## src/rtl/mem_ctrl_mp.sv

```systemverilog
// Multi-channel RAM controller: independent priority/round-robin read and write arbiters.
// Optional MEM_CTRL_MP_BYPASS_EN forwards same-cycle write bytes into the read.
module mem_ctrl_mp #(
   parameter int MEM_DEPTH  = 32,
   parameter int DATA_WIDTH = 32,
   parameter int NUM_CH     = 2,
   parameter int RD_LAT     = 1
) (
   input  logic                                    clk,
   input  logic                                    rst,
   input  logic [NUM_CH*$clog2(MEM_DEPTH)-1:0]     rd_addr,
   input  logic [NUM_CH-1:0]                       rd_en,
   input  logic [NUM_CH*2-1:0]                     rd_pri,
   output logic [NUM_CH-1:0]                       rd_ready,
   output logic [NUM_CH*DATA_WIDTH-1:0]            rd_data,
   output logic [NUM_CH-1:0]                       rd_valid,
   input  logic [NUM_CH*$clog2(MEM_DEPTH)-1:0]     wr_addr,
   input  logic [NUM_CH-1:0]                       wr_en,
   input  logic [NUM_CH*2-1:0]                     wr_pri,
   input  logic [NUM_CH*DATA_WIDTH/8-1:0]          wr_strb,
   input  logic [NUM_CH*DATA_WIDTH-1:0]            wr_data,
   output logic [NUM_CH-1:0]                       wr_ready
);

   localparam int AW = $clog2(MEM_DEPTH);
   localparam int DW = DATA_WIDTH;
   localparam int SW = DW / 8;
   localparam int PW = $clog2(NUM_CH);

   // Highest priority wins; ties go to the first requester after ptr.
   function automatic logic [NUM_CH-1:0] arb(
      input logic [NUM_CH-1:0]   en,
      input logic [NUM_CH*2-1:0] pri,
      input logic [PW-1:0]       ptr
   );
      logic [1:0]        maxp;
      logic [NUM_CH-1:0] cand;
      logic [NUM_CH-1:0] g;
      logic              found;
      maxp  = '0;
      cand  = '0;
      g     = '0;
      found = 1'b0;
      for (int j = 0; j < NUM_CH; j++) begin
         if (en[j] && pri[2*j +: 2] > maxp) maxp = pri[2*j +: 2];
      end
      for (int j = 0; j < NUM_CH; j++) begin
         cand[j] = en[j] && (pri[2*j +: 2] == maxp);
      end
      for (int j = 0; j < NUM_CH; j++) begin
         if (!found && cand[j] && PW'(j) > ptr) begin
            g[j]  = 1'b1;
            found = 1'b1;
         end
      end
      for (int j = 0; j < NUM_CH; j++) begin
         if (!found && cand[j] && PW'(j) <= ptr) begin
            g[j]  = 1'b1;
            found = 1'b1;
         end
      end
      return g;
   endfunction

   function automatic logic [PW-1:0] to_idx(input logic [NUM_CH-1:0] g);
      logic [PW-1:0] idx;
      idx = '0;
      for (int j = 0; j < NUM_CH; j++) begin
         if (g[j]) idx = PW'(j);
      end
      return idx;
   endfunction

   logic [DW-1:0] mem [MEM_DEPTH];

   logic [PW-1:0]         rd_ptr_q, rd_ptr_d;
   logic [PW-1:0]         wr_ptr_q, wr_ptr_d;
   logic [NUM_CH-1:0]     rd_gnt, wr_gnt;
   logic [PW-1:0]         rd_idx, wr_idx;
   logic                  rd_fire, wr_fire;
   logic [AW-1:0]         raddr, waddr;
   logic [DW-1:0]         wdata;
   logic [SW-1:0]         wstrb;
   logic [DW-1:0]         rd_word;
   logic                  ret_vld;
   logic [PW-1:0]         ret_tag;
   logic [DW-1:0]         ret_dat;
   logic [NUM_CH-1:0]     rd_valid_q, rd_valid_d;
   logic [NUM_CH*DW-1:0]  rd_data_q, rd_data_d;

   always_comb begin
      rd_gnt   = rst ? '0 : arb(rd_en, rd_pri, rd_ptr_q);
      wr_gnt   = rst ? '0 : arb(wr_en, wr_pri, wr_ptr_q);
      rd_idx   = to_idx(rd_gnt);
      wr_idx   = to_idx(wr_gnt);
      rd_fire  = |rd_gnt;
      wr_fire  = |wr_gnt;
      rd_ptr_d = rd_fire ? rd_idx : rd_ptr_q;
      wr_ptr_d = wr_fire ? wr_idx : wr_ptr_q;
   end

   always_comb begin
      raddr = '0;
      waddr = '0;
      wdata = '0;
      wstrb = '0;
      for (int j = 0; j < NUM_CH; j++) begin
         if (rd_gnt[j]) raddr = rd_addr[j*AW +: AW];
         if (wr_gnt[j]) begin
            waddr = wr_addr[j*AW +: AW];
            wdata = wr_data[j*DW +: DW];
            wstrb = wr_strb[j*SW +: SW];
         end
      end
   end

`ifdef MEM_CTRL_MP_BYPASS_EN
   always_comb begin
      rd_word = mem[raddr];
      for (int b = 0; b < SW; b++) begin
         if (wr_fire && waddr == raddr && wstrb[b]) begin
            rd_word[8*b +: 8] = wdata[8*b +: 8];
         end
      end
   end
`else
   assign rd_word = mem[raddr];
`endif

   always_ff @(posedge clk) begin
      if (wr_fire) begin
         for (int b = 0; b < SW; b++) begin
            if (wstrb[b]) mem[waddr][8*b +: 8] <= wdata[8*b +: 8];
         end
      end
   end

   // Extra stage captures data at the grant edge, so later writes cannot disturb it.
   generate
      if (RD_LAT == 2) begin : g_lat2
         logic          s1_vld_q, s1_vld_d;
         logic [PW-1:0] s1_tag_q, s1_tag_d;
         logic [DW-1:0] s1_dat_q, s1_dat_d;

         always_comb begin
            s1_vld_d = rd_fire;
            s1_tag_d = rd_fire ? rd_idx : s1_tag_q;
            s1_dat_d = rd_fire ? rd_word : s1_dat_q;
         end

         always_ff @(posedge clk) begin
            if (rst) begin
               s1_vld_q <= 1'b0;
               s1_tag_q <= '0;
               s1_dat_q <= '0;
            end else begin
               s1_vld_q <= s1_vld_d;
               s1_tag_q <= s1_tag_d;
               s1_dat_q <= s1_dat_d;
            end
         end

         assign ret_vld = s1_vld_q;
         assign ret_tag = s1_tag_q;
         assign ret_dat = s1_dat_q;
      end else begin : g_lat1
         assign ret_vld = rd_fire;
         assign ret_tag = rd_idx;
         assign ret_dat = rd_word;
      end
   endgenerate

   always_comb begin
      rd_valid_d = '0;
      rd_data_d  = rd_data_q;
      for (int j = 0; j < NUM_CH; j++) begin
         if (ret_vld && ret_tag == PW'(j)) begin
            rd_valid_d[j]          = 1'b1;
            rd_data_d[j*DW +: DW]  = ret_dat;
         end
      end
   end

   always_ff @(posedge clk) begin
      if (rst) begin
         rd_valid_q <= '0;
         rd_data_q  <= '0;
         rd_ptr_q   <= PW'(NUM_CH - 1);
         wr_ptr_q   <= PW'(NUM_CH - 1);
      end else begin
         rd_valid_q <= rd_valid_d;
         rd_data_q  <= rd_data_d;
         rd_ptr_q   <= rd_ptr_d;
         wr_ptr_q   <= wr_ptr_d;
      end
   end

   assign rd_ready = rd_gnt;
   assign wr_ready = wr_gnt;
   assign rd_valid = rd_valid_q;
   assign rd_data  = rd_data_q;

endmodule

```

## config.mk

```make
export PLATFORM = sky130hd
export DESIGN_NAME = mem_ctrl_mp
export DESIGN_NICKNAME = d
export VERILOG_FILES = /design/src/rtl/mem_ctrl_mp.sv
export SDC_FILE = /design/constraint.sdc
export NUM_CORES = 1
export LEC_CHECK = 0
export BUFFER_PORTS_ARGS = -buffer_cell sky130_fd_sc_hd__buf_2
export CAP_MARGIN = 5
export CORE_MARGIN = 3
export CORE_UTILIZATION = 44
export CTS_CLUSTER_DIAMETER = 100
export DETAILED_ROUTE_END_ITERATION = 8
export PLACE_DENSITY = 0.67
export SYNTH_ARGS = -nofsm -noshare
export SYNTH_HDL_FRONTEND = slang
export SYNTH_SLANG_ARGS = --single-unit
```

## constraint.sdc

```tcl
create_clock -name clk -period 7.4 [get_ports clk]
set_input_delay 0 -clock clk [delete_from_list [all_inputs] [get_ports clk]]
set_output_delay 0 -clock clk [all_outputs]
set_load 0.01 [all_outputs]
```

=== Word-level counts from Yosys, hierarchy flattened ===
Memory sizes are Yosys's and may differ from the RTL's.
Cells that the tools add are included.

* Flip-flop bits (word level): 68
* Latch bits: 0
* Bits in writable memories: 1,024
* Memory bits (read-only): 0
* Input bits: 106
* Output and inout bits: 70
* Memories kept: 1

* $add $sub $neg: 0
* Multipliers: 0
* Divide/modulo/power cells: 0
* Magnitude comparators: 12
* Eq/ne operators: 4
* Shifts and indexed selects: 0
* Muxes and demuxes: 42
* Bitwise gates (word level): 1
* Reduce and logical (&&, ||, !) cells: 32

{| class="wikitable"
|+ Memory list
! memory !! depth !! width !! rd ports !! clocked after memory_dff !! write ports !! RTL line !! text
|-
| mem || 32 || 32 || 1 || 0 || 1 || 74 || <nowiki>logic [DW-1:0] mem [MEM_DEPTH];</nowiki>
|}

{| class="wikitable"
|+ Operator list
! cell !! number
|-
| $mux 32 || 2
|-
| $mux 1 || 28
|-
| $logic_and 1x1->1 || 24
|-
| $mux 5 || 4
|-
| $mux 2 || 6
|-
| $eq 2x2->1 || 4
|-
| $mux 4 || 2
|-
| $logic_not 1->1 || 6
|-
| $gt 1x1->1 const A || 4
|-
| $gt 2x1->1 const B || 2
|-
| $gt 2x2->1 || 2
|-
| $le 1x1->1 const A || 4
|-
| $reduce_or 2->1 || 2
|-
| $not 1->1 || 1
|}

=== Longest topological paths before layout ===
* Word-level depth: 28
* Depth in mapped cells: 17
* Gate-level depth less buffers: 13

=== Least setup slack after synthesis ===
OpenSTA, ideal clock, no wires.

* Kind: input-to-reg
* Start: input port wr_pri[1]
* End: memory mem[13][0] (netlist bit) (enable)
* Library setup time: 370 ps
* Arrival time: 2,776 ps
* Path slack: 4,254 ps
* Cell stages on the path: 13
* Buffers on the path: 1
* Cell sequence: nand2_1 > ha_1 > nor2b_1 > o211ai_1 > o211ai_1 > and3_1 > nor3_2 > clkbuf_1 > nand3_1 > o22ai_1 > inv_1 > or2_2 > nor2_1

* Word-level cells in the longest chain between the ends: 27

{| class="wikitable"
|+ Ends and longest elaborated chain
! item !! RTL line !! text
|-
| start: declaration || 19 || <nowiki>input logic [NUM_CH*2-1:0] wr_pri,</nowiki>
|-
| $gt 2x1->1 || 45 || <nowiki>if (en[j] && pri[2*j +: 2] > maxp) maxp = pri[2*j +: 2];</nowiki>
|-
| $logic_and 1x1->1 || 45 ||
|-
| $mux 2 || 45 ||
|-
| $gt 2x2->1 || 45 ||
|-
| $logic_and 1x1->1 || 45 ||
|-
| $mux 2 || 45 ||
|-
| $eq 2x2->1 || 48 || <nowiki>cand[j] = en[j] && (pri[2*j +: 2] == maxp);</nowiki>
|-
| $logic_and 1x1->1 || 48 ||
|-
| [... 10 more ...] || n/a ||
|-
| $logic_not 1->1 || 57 || <nowiki>if (!found && cand[j] && PW'(j) <= ptr) begin</nowiki>
|-
| $logic_and 1x1->1 (2 in a row) || 57 ||
|-
| $mux 1 || 57 ||
|-
| $mux 2 (*) || 93 || <nowiki>wr_gnt = rst ? '0 : arb(wr_en, wr_pri, wr_ptr_q);</nowiki>
|-
| $mux 4 || 109 || <nowiki>if (wr_gnt[j]) begin</nowiki>
|-
| $mux 1 || 133 || <nowiki>if (wstrb[b]) mem[waddr][8*b +: 8] <= wdata[8*b +: 8];</nowiki>
|-
| $mux 1 || 131 || <nowiki>if (wr_fire) begin</nowiki>
|-
| $mux 1 (not written as such) || 133 ||
|-
| end: declaration || 74 ||
|}

Mark *: on every way between the ends. The rest lies on a longest branch, timed or not.

=== Worst setup path in the final report ===
* Start: input port rd_en[0]
* End: register rd_data_q[40], in the netlist rd_data[40]

* Word-level cells in the longest chain between the ends: 24

{| class="wikitable"
|+ Ends and longest elaborated chain
! item !! RTL line !! text
|-
| start: declaration || 12 || <nowiki>input logic [NUM_CH-1:0] rd_en,</nowiki>
|-
| $logic_and 1x1->1 || 45 ||
|-
| $mux 2 || 45 ||
|-
| $gt 2x2->1 || 45 ||
|-
| $logic_and 1x1->1 || 45 ||
|-
| $mux 2 || 45 ||
|-
| $eq 2x2->1 || 48 ||
|-
| $logic_and 1x1->1 || 48 ||
|-
| $logic_and 1x1->1 || 51 || <nowiki>if (!found && cand[j] && PW'(j) > ptr) begin</nowiki>
|-
| [... 6 more ...] || n/a ||
|-
| $logic_and 1x1->1 (2 in a row) || 57 ||
|-
| $mux 1 || 57 ||
|-
| $logic_not 1->1 || 57 ||
|-
| $logic_and 1x1->1 (2 in a row) || 57 ||
|-
| $mux 1 || 57 ||
|-
| $mux 2 (*) || 92 || <nowiki>rd_gnt = rst ? '0 : arb(rd_en, rd_pri, rd_ptr_q);</nowiki>
|-
| $mux 5 (tied with other cells) || 108 || <nowiki>if (rd_gnt[j]) raddr = rd_addr[j*AW +: AW];</nowiki>
|-
| $mem_v2 32x32 or $logic_and 1x1->1 (tied branches) || n/a ||
|-
| end signal: assignment || 192 || <nowiki>rd_data_q <= rd_data_d;</nowiki>
|-
| end: declaration || 89 || <nowiki>logic [NUM_CH*DW-1:0] rd_data_q, rd_data_d;</nowiki>
|}

Marked as above.
A chain may end at the register's enable or synchronous reset.

==> results.md <==
- Required time worst endpoint: 7920 ps
- EDFF count, synth: 1,024
- Fraction of layout instances using a drive strength above 1: 0.128
- Async SR Flop Fraction: 0
- Class of the tightest hold or removal check: input pin to flip-flop
- Number of hold-slack violations in the final timing report: 0
- Global Route met2 Usage: 0.354
- Pre-CTS setup slack: 2460 ps
- Overall routed net length: 121,000 um
- Top cells by instance count after synthesis: sky130_fd_sc_hd__edfxtp_1 (1,024), sky130_fd_sc_hd__nand2_1 (555), sky130_fd_sc_hd__a21oi_1 (323)
- Number of cells produced by synthesis: between 3k and 4k
- Pin count of the biggest net entering global routing: 148
- Number of H-tree levels: 3
- Crit path kind: input pin to flip-flop
- Unrepaired setup endpoints after global routing: false
- Max FO, Critical Path: 38
- Cell area after technology mapping: 0.0436 mm^2
- Maximum buffer depth of the clock tree: 3
- Ant. Diodes: 0
- Category of the worst setup path capture point: flip-flop
- Top area cells in the synthesized netlist: sky130_fd_sc_hd__edfxtp_1 (71%), sky130_fd_sc_hd__nand2_1 (4.8%), sky130_fd_sc_hd__a21oi_1 (3.7%), sky130_fd_sc_hd__mux2i_1 (3.7%), sky130_fd_sc_hd__dfxtp_1 (3.1%)
- Number of nets at the end of the flow: around 3.4k
- Number of remaining DRC errors: 0
- Count of unique library cells instantiated by Yosys: between 60 and 70
- Depth of the most critical reg-to-reg path: 7
- Status: finished, final reports clean
- Met1 Track Usage GR: 0.318
- Destination of the worst register-to-register timing path: mem[9][10]$_DFFE_PP_
- Clock insertion delay at the later pin of the skew report: roughly 690 ps
- Slew headroom: 0.168
- Busiest grt layer: met2
- Worst Setup Start Kind: input pin
- Leakage component of the power: 17.3 nW
- Cells after DPL: 4,448
- Min cycle time layout: 4590 ps
- Total power after layout: roughly 0.013 W
- Setup repair bufs after CTS: 0
- Total via count in the routed design: 27.7k
- Maximum cell stage delay along the critical path: 640 ps
- Startpoint of the lowest-slack register-to-register path: wr_ptr_q$_SDFFE_PP1P_
- Proportion of synthesized chip area in sequential cells: 0.737
- I/O Pins: ~180
- Slew Viols, Final: 0
- Setup slack of the critical path after layout: 2810 ps
- Ratio of final minimum period to clock period: 0.620
- First-pass iteration count of the detailed router: 6
- Synthesis-stage register bit count: between 1k and 1.5k
- Antenna-violating nets left: 0
- GRT Residual Overflow: 0
- Starting Density: 0.447
- Global-route wire length before repair: 176,000 um
- Clock tree from TritonCTS: yes
- Via count normalized by instance count: 5.95
- Number of cells on the worst hold path: 3
- HPWL Detailed: 73,900 um
- Core region area: 0.0974 mm^2
- Core occupancy in the finished layout: 0.505
- Number of max-cap violations: 0
- Die outline width: ~320 um
- Clk pin slew, worst setup/hold paths: 60 ps
- Avg Synthesized Cell Area: 13.8 um^2
- Number of nets produced by synthesis: approximately 3.3k
- Cell-by-cell listing of the critical path: dlygate4sd3_1, buf_2, nand2_1, ha_1, nor2b_1, o211ai_1, a221oi_2, or2_2, buf_4, a2bb2oi_1, nand2_2, buf_4, o21ai_0, or3_1, o22ai_1, o22ai_1
- Reg2reg setup slack: between 2000 and 3000 ps
- Count leader, synth: sky130_fd_sc_hd__edfxtp_1
- Final clock skew: 29.9 ps
- Aggregate global-route resource usage: 0.231
- Timing-limited maximum frequency: 0.218 GHz
- Final total negative setup slack: 0 ps
- Per-cell routed wire length: 26.0 um
- Fraction of met3 tracks used by global routing: 0.0608
- TritonCTS Sinks: 1,092
- Cell area power density: 270 mW/mm^2
- Root buffer cell: sky130_fd_sc_hd__clkbuf_16
- Initial antenna violation count: 9
- Starting DRT DRC Count: 3,409
- Count of buffers inserted at the top-level ports: 175
- Total setup violations reported at the end of the flow: 0
- Worst min-delay path endpoint: mem[24][11]$_DFFE_PP_
- Synth area leader: sky130_fd_sc_hd__edfxtp_1
- Top_reg_cell synth: sky130_fd_sc_hd__edfxtp_1
- Die Span Y: 321 um
- Non-filler instance count after layout: 4,654
- Area growth from synthesis to layout: 12.8%
- Via count of the first global-routing pass: 26.5k
- Library cell contributing the largest single delay on the critical path: sky130_fd_sc_hd__nand2_2
- Row cnt: approximately 110
- Die Outline Area: 0.103 mm^2
- Total of warnings raised by yosys: 0
- Endpoint arrival time on the critical path: 5110 ps
- Area fraction of the dominant cell type after synthesis: 0.706
- Routability Congestion: 0.832
- HP Start: wr_data[11]
- IR Drop Worst-Case VDD: 0.197 mV
- Slew at the pin with the worst max-slew slack: 1240 ps
- CTS buffer count: 109
-- state kept, by name (all words and copies together) (netlist names) --
name	count
mem	1024
wr_ptr_q	1
rd_valid	2
rd_ptr_q	1
rd_data	64
-- per-stage QoR --
stage	hold WS (ps)	instance area [um^2]
floorplan	285	43600
global placement	408	45600
detailed placement	400	45600
CTS	48.4	49200
global route	87.6	49200
finish	63.3	49200
-- critical path: cells and delay by family --
kind,cells,cell delay (ps)
AO/OA/AOI/OAI,6,1330
adder cells (fa/ha/maj),1,290
buffers and inverters,4,1670
AND/OR/NAND/NOR,5,1770
-- worst max-delay path by stage --
stage	from	endpoint	slack, ps	cells after the start
floorplan	wr_pri[1]	mem[13][0]$_DFFE_PP_	4250	13
global placement	wr_en[0]	mem[1][24]$_DFFE_PP_	2650	13
detailed placement	wr_pri[1]	mem[9][15]$_DFFE_PP_	2460	12
CTS	rd_en[0]	rd_data[41]$_SDFFE_PP0P_	2920	16
global route	rd_en[0]	rd_data[40]$_SDFFE_PP0P_	2540	16
finish	rd_en[0]	rd_data[40]$_SDFFE_PP0P_	2810	16
-- where the power goes --
part | switching, W | leakage, nW | internal, W
sequential | 0.0000222 | 10.7 | 0.00683
combinational | 0.000764 | 4.83 | 0.000299
clock | 0.00228 | 1.69 | 0.00309
-- what timing repair did --
item / in CTS / in global routing
hold buffers: 6 / 0
resized for setup: 0 / 0
setup endpoints to repair: 0 / 0
endpoints found under the hold margin: 2 / 0
-- placed cells by master (no fill, tap or decap), types with 3 or more instances in the layout --
cell type	count
sky130_fd_sc_hd__a21oi_1	322
sky130_fd_sc_hd__ha_1	4
sky130_fd_sc_hd__o211ai_1	4
sky130_fd_sc_hd__o22ai_1	99
sky130_fd_sc_hd__buf_4	54
sky130_fd_sc_hd__clkinv_1	26
sky130_fd_sc_hd__buf_2	175
sky130_fd_sc_hd__a31oi_1	32
sky130_fd_sc_hd__a221oi_1	66
sky130_fd_sc_hd__buf_12	7
sky130_fd_sc_hd__a211oi_1	3
sky130_fd_sc_hd__dfxtp_1	68
sky130_fd_sc_hd__a22o_2	13
sky130_fd_sc_hd__or2_2	10
sky130_fd_sc_hd__o21a_1	3
sky130_fd_sc_hd__a22o_1	114
sky130_fd_sc_hd__clkinvlp_4	3
sky130_fd_sc_hd__clkbuf_16	110
sky130_fd_sc_hd__a22oi_1	5
sky130_fd_sc_hd__nand2_2	3
sky130_fd_sc_hd__inv_1	11
sky130_fd_sc_hd__o21ai_1	33
sky130_fd_sc_hd__nand2_1	552
sky130_fd_sc_hd__o21ai_0	73
sky130_fd_sc_hd__or3_1	64
sky130_fd_sc_hd__and2_1	7
sky130_fd_sc_hd__edfxtp_1	1024
sky130_fd_sc_hd__clkbuf_8	9
sky130_fd_sc_hd__nand2b_1	15
sky130_fd_sc_hd__nor2_1	136
sky130_fd_sc_hd__clkinv_2	15
sky130_fd_sc_hd__mux2i_1	159
sky130_fd_sc_hd__nand3_1	68
sky130_fd_sc_hd__bufinv_16	8
sky130_fd_sc_hd__clkbuf_1	24
sky130_fd_sc_hd__dlygate4sd3_1	6
-- metal layers --
metal / wire length, um / part of all wire
met1: 47800 / 0.40
met5: 67 / 0.00055
met4: 4300 / 0.036
met2: 55300 / 0.46
met3: 13400 / 0.11
-- cells by family after synthesis --
logic type | synth area share
DFF | 0.737
and+or+nand+nor | 0.0839
AOI/OAI and AO/OA | 0.115
buffers and inverters | 0.0250
muxes | 0.0368
xor gates and xnor gates | 0.000804
adders and majority gates | 0.00115
-- final cells by class --
type | count | area, um^2
inverters | 13 | 50.0
clock buffers | 143 | 2970
clock inverters | 57 | 502
well taps | 1276 | 1600
flip-flops and latches | 1092 | 32100
fillers | 8083 | 48300
multi-input cells | 1831 | 10500
repair buffers | 242 | 1480
Note: power is estimated with default switching activity, not from simulation.
